==> config.mk <==
export PLATFORM = sky130hd
export DESIGN_NAME = rxe_rxctrl
export DESIGN_NICKNAME = d
export VERILOG_FILES = /design/src/rtl/rxe_rxctrl.sv
export SDC_FILE = /design/constraint.sdc
export NUM_CORES = 1
export LEC_CHECK = 0
export BUFFER_PORTS_ARGS = -buffer_cell sky130_fd_sc_hd__buf_4
export CELL_PAD_IN_SITES_DETAIL_PLACEMENT = 0
export CELL_PAD_IN_SITES_GLOBAL_PLACEMENT = 2
export CORE_MARGIN = 2
export CORE_UTILIZATION = 36
export CTS_CLUSTER_DIAMETER = 150
export DETAILED_ROUTE_END_ITERATION = 8
export GPL_TIMING_DRIVEN = 0
export PLACE_DENSITY = 0.83
export SLEW_MARGIN = 10
export SYNTH_ARGS = -nofsm -noshare
export SYNTH_HDL_FRONTEND = slang
export SYNTH_SLANG_ARGS = --single-unit
==> constraint.sdc <==
create_clock -name i_clk -period 5.4 [get_ports i_clk]
set_input_delay 0.81 -clock i_clk [delete_from_list [all_inputs] [get_ports i_clk]]
set_output_delay 0.81 -clock i_clk [all_outputs]
set_load 0.005 [all_outputs]
==> src/rtl/rxe_rxctrl.sv <==
// Receive-side frame controller: tracks preamble/payload of an MII frame nibble by nibble,
// classifies the frame at its end, and keeps good/dropped frame statistics.
module rxe_rxctrl #(
  parameter int MINLEN = 64,
  parameter int MAXLEN = 1522,
  parameter int MAXPRE = 24
) (
  input  logic        i_clk,
  input  logic        i_reset,
  input  logic        i_ce,
  input  logic        i_en,
  input  logic        i_rx_dv,
  input  logic        i_rx_err,
  input  logic        i_pre_v,
  input  logic        i_full,
  output logic        o_pre_en,
  output logic        o_cancel,
  output logic        o_start,
  output logic        o_done,
  output logic [10:0] o_len,
  output logic [4:0]  o_stat,
  output logic [15:0] o_frames,
  output logic [15:0] o_drops
);

  localparam int              PW       = (MAXPRE > 1) ? $clog2(MAXPRE) : 1;
  localparam logic [PW-1:0]   PRE_LAST = PW'(MAXPRE - 1);
  localparam logic [11:0]     NIB_MAX  = 12'(2 * MAXLEN + 1);
  localparam logic [10:0]     LEN_MIN  = 11'(MINLEN);

  typedef enum logic [2:0] {
    S_DIS,
    S_IDLE,
    S_PRE,
    S_DATA,
    S_DROP
  } state_e;

  typedef struct packed {
    logic align;
    logic runt;
    logic toolong;
    logic overflow;
    logic rxerr;
  } stat_t;

  state_e          state_q;
  logic [PW-1:0]   pre_q;
  logic [11:0]     nib_q;
  logic [11:0]     nib_d;
  logic [11:0]     nib_inc;
  stat_t           cause_q;
  stat_t           end_stat;
  logic [10:0]     end_len;
  logic            err_now;
  logic            ovf_now;
  logic            long_now;

  function automatic logic [15:0] sat_inc(input logic [15:0] v);
    return (v == 16'hffff) ? v : v + 16'd1;
  endfunction

  // Nibble count saturates so an endless stream can never wrap the length.
  always_comb begin
    nib_inc  = (nib_q == NIB_MAX) ? nib_q : nib_q + 12'd1;
    nib_d    = i_pre_v ? nib_inc : nib_q;
    end_len  = nib_q[11:1];
    end_stat = '0;
    end_stat.align = nib_q[0];
    end_stat.runt  = (end_len < LEN_MIN);
    err_now  = i_rx_err;
    ovf_now  = i_full && i_pre_v;
    long_now = (nib_d == NIB_MAX);
  end

  always_ff @(posedge i_clk) begin
    if (i_reset) begin
      state_q  <= S_DIS;
      pre_q    <= '0;
      nib_q    <= '0;
      cause_q  <= '0;
      o_pre_en <= 1'b0;
      o_cancel <= 1'b0;
      o_start  <= 1'b0;
      o_done   <= 1'b0;
      o_len    <= '0;
      o_stat   <= '0;
      o_frames <= '0;
      o_drops  <= '0;
    end else if (i_ce) begin
      o_start <= 1'b0;
      o_done  <= 1'b0;
      unique case (state_q)
        S_DIS: begin
          // Only arm on a quiet line so we never lock onto a frame mid-stream.
          if (i_en && !i_rx_dv) begin
            state_q  <= S_IDLE;
            o_pre_en <= 1'b1;
          end
        end
        S_IDLE: begin
          if (!i_en) begin
            state_q  <= S_DIS;
            o_pre_en <= 1'b0;
          end else if (i_rx_dv) begin
            state_q <= S_PRE;
            pre_q   <= '0;
          end
        end
        S_PRE: begin
          if (i_pre_v) begin
            state_q <= S_DATA;
            o_start <= 1'b1;
            nib_q   <= 12'd1;
            cause_q <= '0;
          end else if (!i_rx_dv) begin
            state_q <= S_IDLE;
          end else if (pre_q == PRE_LAST) begin
            state_q  <= S_DROP;
            o_cancel <= 1'b1;
            nib_q    <= '0;
            cause_q  <= '0;
          end else begin
            pre_q <= pre_q + 1'b1;
          end
        end
        S_DATA: begin
          nib_q <= nib_d;
          if (err_now || ovf_now || long_now) begin
            state_q          <= S_DROP;
            o_cancel         <= 1'b1;
            cause_q          <= '0;
            cause_q.rxerr    <= err_now;
            cause_q.overflow <= !err_now && ovf_now;
            cause_q.toolong  <= !err_now && !ovf_now;
          end else if (!i_pre_v) begin
            o_done <= 1'b1;
            o_len  <= end_len;
            o_stat <= end_stat;
            if (end_stat == '0) o_frames <= o_frames + 16'd1;
            else                o_drops  <= sat_inc(o_drops);
            if (i_en) begin
              state_q <= S_IDLE;
            end else begin
              state_q  <= S_DIS;
              o_pre_en <= 1'b0;
            end
          end
        end
        S_DROP: begin
          if (!i_rx_dv && !i_pre_v) begin
            o_done   <= 1'b1;
            o_cancel <= 1'b0;
            o_len    <= nib_q[11:1];
            o_stat   <= cause_q;
            o_drops  <= sat_inc(o_drops);
            if (i_en) begin
              state_q <= S_IDLE;
            end else begin
              state_q  <= S_DIS;
              o_pre_en <= 1'b0;
            end
          end
        end
        default: begin
          state_q  <= S_DIS;
          o_pre_en <= 1'b0;
          o_cancel <= 1'b0;
        end
      endcase
    end
  end

endmodule
==> run summary, run 1 <==
Worst Max-Slew Pin Slew = 0.739 ns
Crit. End Element = flop
Hold WC Path Type = reg2reg
CTS Hold Buffers Added = 0
status = finished, final reports clean
width of the die = 110 um
post-route ant nets = 0
cells after synthesis = 499
hold_sp = o_stat[0]
Reg2Reg Depth = 11
vias in the first global route = 3710
Final nets = 581
clock buffer depth = 2
Final Hold Vio Count = 0
Seq/Total Area, Yosys = 0.369
Slew HR = 0.504
total gr overflow = 0
Main synth FF type = dfxtp_1
Final Non-Filler Cells = 712
Max Cap Viol = 0
WL final = 12000 um
largest family of logic cells by synthesized area = simple AND/OR/NAND/NOR gates
worst r2r src = nib_q[0]
Async S/R FF share, synth = 0
count of final setup violators = 0
Worst Path Arrival = 3.43 ns
Fin Setup TNS = 0 ns
slack of the worst reg-to-reg path = 2.17 ns
critical path launch point type = flop
area of the die = 12200 sq um
Post-Syn Area per Cell = 8.16 sq um
cell area power density = 237 nW/um^2
Netlist cell types = 70
min Tclk post-route = 3.23 ns
syn nets = 512
first-pass GRT wire length = 19300 um
clk sinks = 75
mapped cell area = 4070 sq um
total setup buffers inserted after CTS = 0
DR vias = 3987
Residual DRC = 0
Synth area leader = dfxtp_1
gr usage total = 0.207
period utilization = 0.599
I/O pin count = 60
Clk Latency, worst-skew pair = 0.34 ns
CP Launch Point = nib_q[0]
layout cells sized above 1 = 0.168
Core Box Area = 10900 sq um
maximum number of pins on one net before global-route repair = 12
Warnings, synthesis = 0
Port Buf Inserts = 58
clock skew = 0.00922 ns
Post-Synth Adder-Cell Area = 0.0154
post-synth top area share = 0.369
Yosys reg bits = 75
n_diodes = 0
Post-synth EDFFs = 0
Pre-Repair DR Iteration Count = 4
clk slew on worst S/H paths = 0.05 ns
WL/cell = 16.8 um
die height = 110 um
starting density of the core = 0.372
CTS tree = yes
simple-gate share of the synthesized area = 0.289
H-tree depth = 3
Min-Delay Path Depth = 2
post-cts resize count = 0
synth top area cells = dfxtp_1 (37%), a21oi_1 (5.3%), nor2_1 (5.3%), mux2i_1 (3.7%), nand2_1 (3.4%)
DPL Wire Length = 8740 um
crit-path max FO = 10
multiplexer area fraction after synthesis = 0.0479
Highest Clock Rate = 309 MHz
initial antenna violation count = 0
Crit path required time = 5.60 ns
Root Buffer = clkbuf_16
maximum vdd drop = 0.150 mV
Area growth, synth to finish = 21.9%
cell total after placement = 697
RSZ-0062 raised after global routing = false
Compound-Gate Fraction of Synth Area = 0.192
Num CTS Buffers = 9
initial drt markers = 285
post-synthesis xor/xnor area fraction = 0.0344
vias per cell = 5.60
P_leak = 1.93 nW
WS Path Type = reg2reg
Filler cells = 1163
final-report max-slew violation count = 0
row cnt = 38
Placer Congestion = 0.827
## per-stage QoR
stage	total power (W)	utilization	worst slack [ns]	cell area (sq um)	hold WS [ns]
2_1_floorplan	0.000600	-	2.68	4070	0.448
3_3_place_gp	0.000621	0.428	1.95	4680	0.457
3_5_place_dp	0.000622	0.428	1.91	4680	0.456
4_1_cts	0.00119	0.454	2.17	4960	0.465
5_1_grt	0.00122	0.454	1.98	4960	0.475
6_report	0.00118	0.454	2.17	4960	0.471
## cells in the final DEF, fill, tap and decap left out, types with 9 or more instances in the layout
cell       synthesis  routed
o21ai_0           17      17
clkbuf_16          0       9
inv_1              9       9
a21oi_1           43      43
or4_1             13      13
nand4_1           19      19
xor2_1            15      15
nand2b_1           9       9
o31ai_1           11      11
nor2_1            57      57
nand3_1           27      27
dfxtp_1           75      75
nand2_1           37      37
nor3_1            10      10
mux2i_1           15      15
clkbuf_1          25      26
buf_4              2      60
## cell type report
type	instances	area, sq um	share of cell area
clock buffer	13	270	0.0545
buffer	36	179	0.0361
sequential	75	1500	0.303
clock inverter	2	10.0	0.00202
timing repair buffer	58	435	0.0877
inverter	9	33.8	0.00681
tap	140	175	0.0353
multi-input combinational	379	2360	0.475
## Yosys cell counts (3+ instances only)
cell        n
and2_1      6
buf_6       4
nor3_1     10
or4_1      13
nor2_1     57
ha_1        5
o2111ai_1   4
mux2_1      3
or3_1       3
a22oi_1     6
and3_1      8
dfxtp_1    75
nor2b_1     6
o21ai_0    17
nand2_1    37
nand3_1    27
a31oi_1     7
clkbuf_1   25
o31ai_1    11
nand2b_1    9
nand4_1    19
buf_2       5
a21oi_1    43
mux2i_1    15
nand3b_1    3
inv_1       9
o21ai_1     3
xor2_1     15
## worst paths after layout
path          endpoint
max           o_len[7]
min          o_stat[0]
max reg2reg   o_len[7]
min reg2reg  o_stat[0]
## metal layers
| layer | vias to the layer above | global-route usage | part of all wire |
|---|---|---|---|
| met5 | - | 0 | 0 |
| met4 | 0 | 0.0839 | 0.014 |
| met3 | 12 | 0.0317 | 0.047 |
| met2 | 98 | 0.341 | 0.47 |
| met1 | 1901 | 0.272 | 0.47 |
| li1 | 1976 | - | - |
## power breakdown
part           leakage [nW]  switching (W)  internal, W  total (W)
Combinational          1.18      0.0000349    0.0000167  0.0000516
Clock                 0.141       0.000224     0.000345   0.000568
Sequential            0.604     0.00000194     0.000555   0.000557
## critical path: stages, from the launching register on
cell,delay [ns]
dfxtp_1,0.43
ha_1,0.19
buf_2,0.21
nand3_1,0.18
o31a_1,0.35
a2111oi_2,0.58
nand3_2,0.22
o21ai_4,0.30
buf_6,0.20
buf_6,0.18
mux2i_1,0.21
nor2_1,0.05
## cells by family after synthesis
family          count (synthesis)
compound gates                118
simple gates                  221
flops                          75
xor+xnor                       16
buf+inv                        45
mux                            19
fa+ha+maj                       5
## registers in the layout, summed over array words and instances (netlist names), 3 cells and up
register and cells:
o_drops 16, o_frames 16, nib_q 12, o_len 11, o_stat 5, pre_q 5
cause_q 3, state_q 3
Note: power is estimated with default switching activity, not from simulation.
==> run 2: changes to the inputs <==
--- a/config.mk
+++ b/config.mk
@@ -9,11 +9,11 @@
 export CELL_PAD_IN_SITES_DETAIL_PLACEMENT = 0
 export CELL_PAD_IN_SITES_GLOBAL_PLACEMENT = 2
 export CORE_MARGIN = 2
-export CORE_UTILIZATION = 36
+export CORE_UTILIZATION = 34
 export CTS_CLUSTER_DIAMETER = 150
 export DETAILED_ROUTE_END_ITERATION = 8
 export GPL_TIMING_DRIVEN = 0
-export PLACE_DENSITY = 0.83
+export PLACE_DENSITY = 0.79
 export SLEW_MARGIN = 10
 export SYNTH_ARGS = -nofsm -noshare
 export SYNTH_HDL_FRONTEND = slang
==> constraint.sdc (replaced) <==
create_clock -name i_clk -period 3.35 [get_ports i_clk]
set_input_delay 0.5025 -clock i_clk [delete_from_list [all_inputs] [get_ports i_clk]]
set_output_delay 0.5025 -clock i_clk [all_outputs]
set_load 0.005 [all_outputs]
==> run summary, run 2 (same netlist as run 1, synthesis figures left out) <==
vias in the first global route = 3787 (+2.1%)
n_diodes = 0 (unchanged)
CTS tree = yes
slack of the worst reg-to-reg path = 0.16 ns (-2.00 ns)
WL final = 12500 um (+4.5%)
critical path launch point type = flop
Hold WC Path Type = in2reg
min Tclk post-route = 3.19 ns (-0.0473 ns)
cell area power density = 381 nW/um^2 (+61%)
post-route ant nets = 0 (unchanged)
slowest stage delay, CP = 0.48 ns (-0.10 ns)
commonest non-fill, non-tap cells in the layout = dfxtp_1 (75), buf_4 (60), nor2_1 (57), a21oi_1 (42), nand2_1 (37)
Fin Setup TNS = 0 ns (unchanged)
vias per cell = 5.52 (-1.4%)
Filler cells = 1216 (+4.6%)
largest registers = o_drops x16, o_frames x16, nib_q x12
Min-Delay Path Depth = 3 (+1)
Num CTS Buffers = 9 (unchanged)
row cnt = 39 (+2.6%)
initial drt markers = 272 (-4.6%)
Residual DRC = 0 (unchanged)
Slew HR = 0.486 (-0.0176)
Highest Clock Rate = 314 MHz (+1.5%)
WS Path Type = reg2reg
Final Hold Vio Count = 0 (unchanged)
RSZ-0062 raised after global routing = false
Reg-to-Reg End = o_len[7]
WHS = 0.450 ns (-0.0211 ns)
CP max-delay cell = a2111oi_4
period utilization = 0.951 (+0.352)
gr usage total = 0.198 (-0.00934)
status = finished, final reports clean
H-tree depth = 3 (unchanged)
CP top delay family = compound AO/OA/AOI/OAI gates
clk slew on worst S/H paths = 0.06 ns (about the same)
clock skew = 0.00292 ns (-0.00630 ns)
clock buffer depth = 2 (unchanged)
Pre-Repair DR Iteration Count = 5 (+1)
starting density of the core = 0.352 (-0.0203)
WL/cell = 17.5 um (+4.0%)
Endpoint, Worst Hold = cause_q[0]
Worst Path Arrival = 3.39 ns (-0.04 ns)
Final nets = 581 (unchanged)
Worst Max-Slew Pin Slew = 0.760 ns (+0.0218 ns)
Crit path required time = 3.56 ns (-2.04 ns)
maximum vdd drop = 0.242 mV (+61%)
DR vias = 3952 (-0.88%)
Crit. End Element = flop
Area growth, synth to finish = 22.2%
maximum number of pins on one net before global-route repair = 12 (unchanged)
DPL Wire Length = 8860 um (+1.3%)
total gr overflow = 0 (unchanged)
I/O pin count = 60 (unchanged)
Placer Congestion = 0.863 (+4.3%)
die height = 113 um (+2.8%)
Port Buf Inserts = 58 (unchanged)
Reg2Reg Depth = 11 (unchanged)
CP cell instances = ha_1 > buf_2 > nand3_1 > o31a_1 > a2111oi_4 > nand3_2 > o21ai_4 > buf_6 > buf_6 > mux2i_1 > nor2_1
Max Cap Viol = 0 (unchanged)
final-report max-slew violation count = 0 (unchanged)
P_leak = 1.93 nW (about the same)
area of the die = 12900 sq um (+5.7%)
commonest non-fill, non-tap cell in the layout = dfxtp_1
layout cells sized above 1 = 0.169 (+0.00145)
width of the die = 113 um (+2.8%)
Core Box Area = 11600 sq um (+5.8%)
WP buf/inv = 3 (unchanged)
Root Buffer = clkbuf_16
crit-path most repeated cell = buf_6
count of final setup violators = 0 (unchanged)
clk sinks = 75 (unchanged)
initial antenna violation count = 0 (unchanged)
crit-path max FO = 10 (unchanged)
first-pass GRT wire length = 19900 um (+3.1%)
worst r2r src = nib_q[0]
total chip power = 0.00190 W (+61%)
hold_sp = i_rx_err
Clk Latency, worst-skew pair = 0.34 ns (about the same)
==> run 2: layer usage <==
| layer | vias to the layer above | track usage | routed length, um |
|---|---|---|---|
| li1 | 1970 | - | - |
| met1 | 1862 | 0.241 | 5740 |
| met2 | 104 | 0.340 | 5920 |
| met3 | 16 | 0.0584 | 659 |
| met4 | 0 | 0.0569 | 216 |
| met5 | - | 0 | 0 |
==> run 2: per-stage QoR <==
| step | cell area, sq um | std cells | setup slack (ns) | utilization |
|---|---|---|---|---|
| detailed placement | 4690 | 700 | 0.108 | 0.405 |
| floorplan | 4070 | 499 | 0.737 | - |
| CTS | 4960 | 716 | 0.0706 | 0.429 |
| global placement | 4690 | 700 | 0.164 | 0.405 |
| global route | 4980 | 716 | 0.0159 | 0.430 |
| finish | 4980 | 716 | 0.165 | 0.430 |
==> run 2: what timing repair did <==
| action | CTS | global route |
|---|---|---|
| buffers inserted | 0 | 0 |
| hold buffers | 0 | 0 |
| resized for setup | 0 | 4 |
| hold endpoints to repair | 0 | 0 |
| setup endpoints to repair | 0 | 15 |
==> run 2: worst max-delay path by stage <==
stage / start / endpoint / slack, ns / cells past startpoint
2_1_floorplan: nib_q[1] / o_drops[6] / 0.74 / 11
4_1_cts: nib_q[1] / o_len[5] / 0.07 / 12
3_3_place_gp: i_pre_v / o_len[5] / 0.16 / 11
3_5_place_dp: nib_q[1] / o_len[5] / 0.11 / 12
6_report: nib_q[0] / o_len[7] / 0.16 / 11
5_1_grt: nib_q[0] / o_len[5] / 0.02 / 11
==> run 2: worst register-to-register path, stage by stage, from the launching register on <==
cell,delay (ns)
dfxtp_1,0.44
ha_1,0.19
buf_2,0.20
nand3_1,0.19
o31a_1,0.37
a2111oi_4,0.48
nand3_2,0.20
o21ai_4,0.32
buf_6,0.20
buf_6,0.19
mux2i_1,0.22
nor2_1,0.05
==> run 2: cell type report <==
class	count	area, sq um	area share
buffer	36	180	0.0362
clock buffer	14	264	0.0530
tap	143	179	0.0359
sequential	75	1500	0.302
multi-input combinational	379	2370	0.477
inverter	9	33.8	0.00679
timing repair buffer	58	435	0.0875
clock inverter	2	10.0	0.00201
==> run 2: power by group <==
part	switching, W	total, W	internal [W]	leakage (nW)
combinational	0.0000590	0.0000860	0.0000270	1.19
sequential	0.00000323	0.000898	0.000895	0.604
clock	0.000373	0.000913	0.000540	0.137
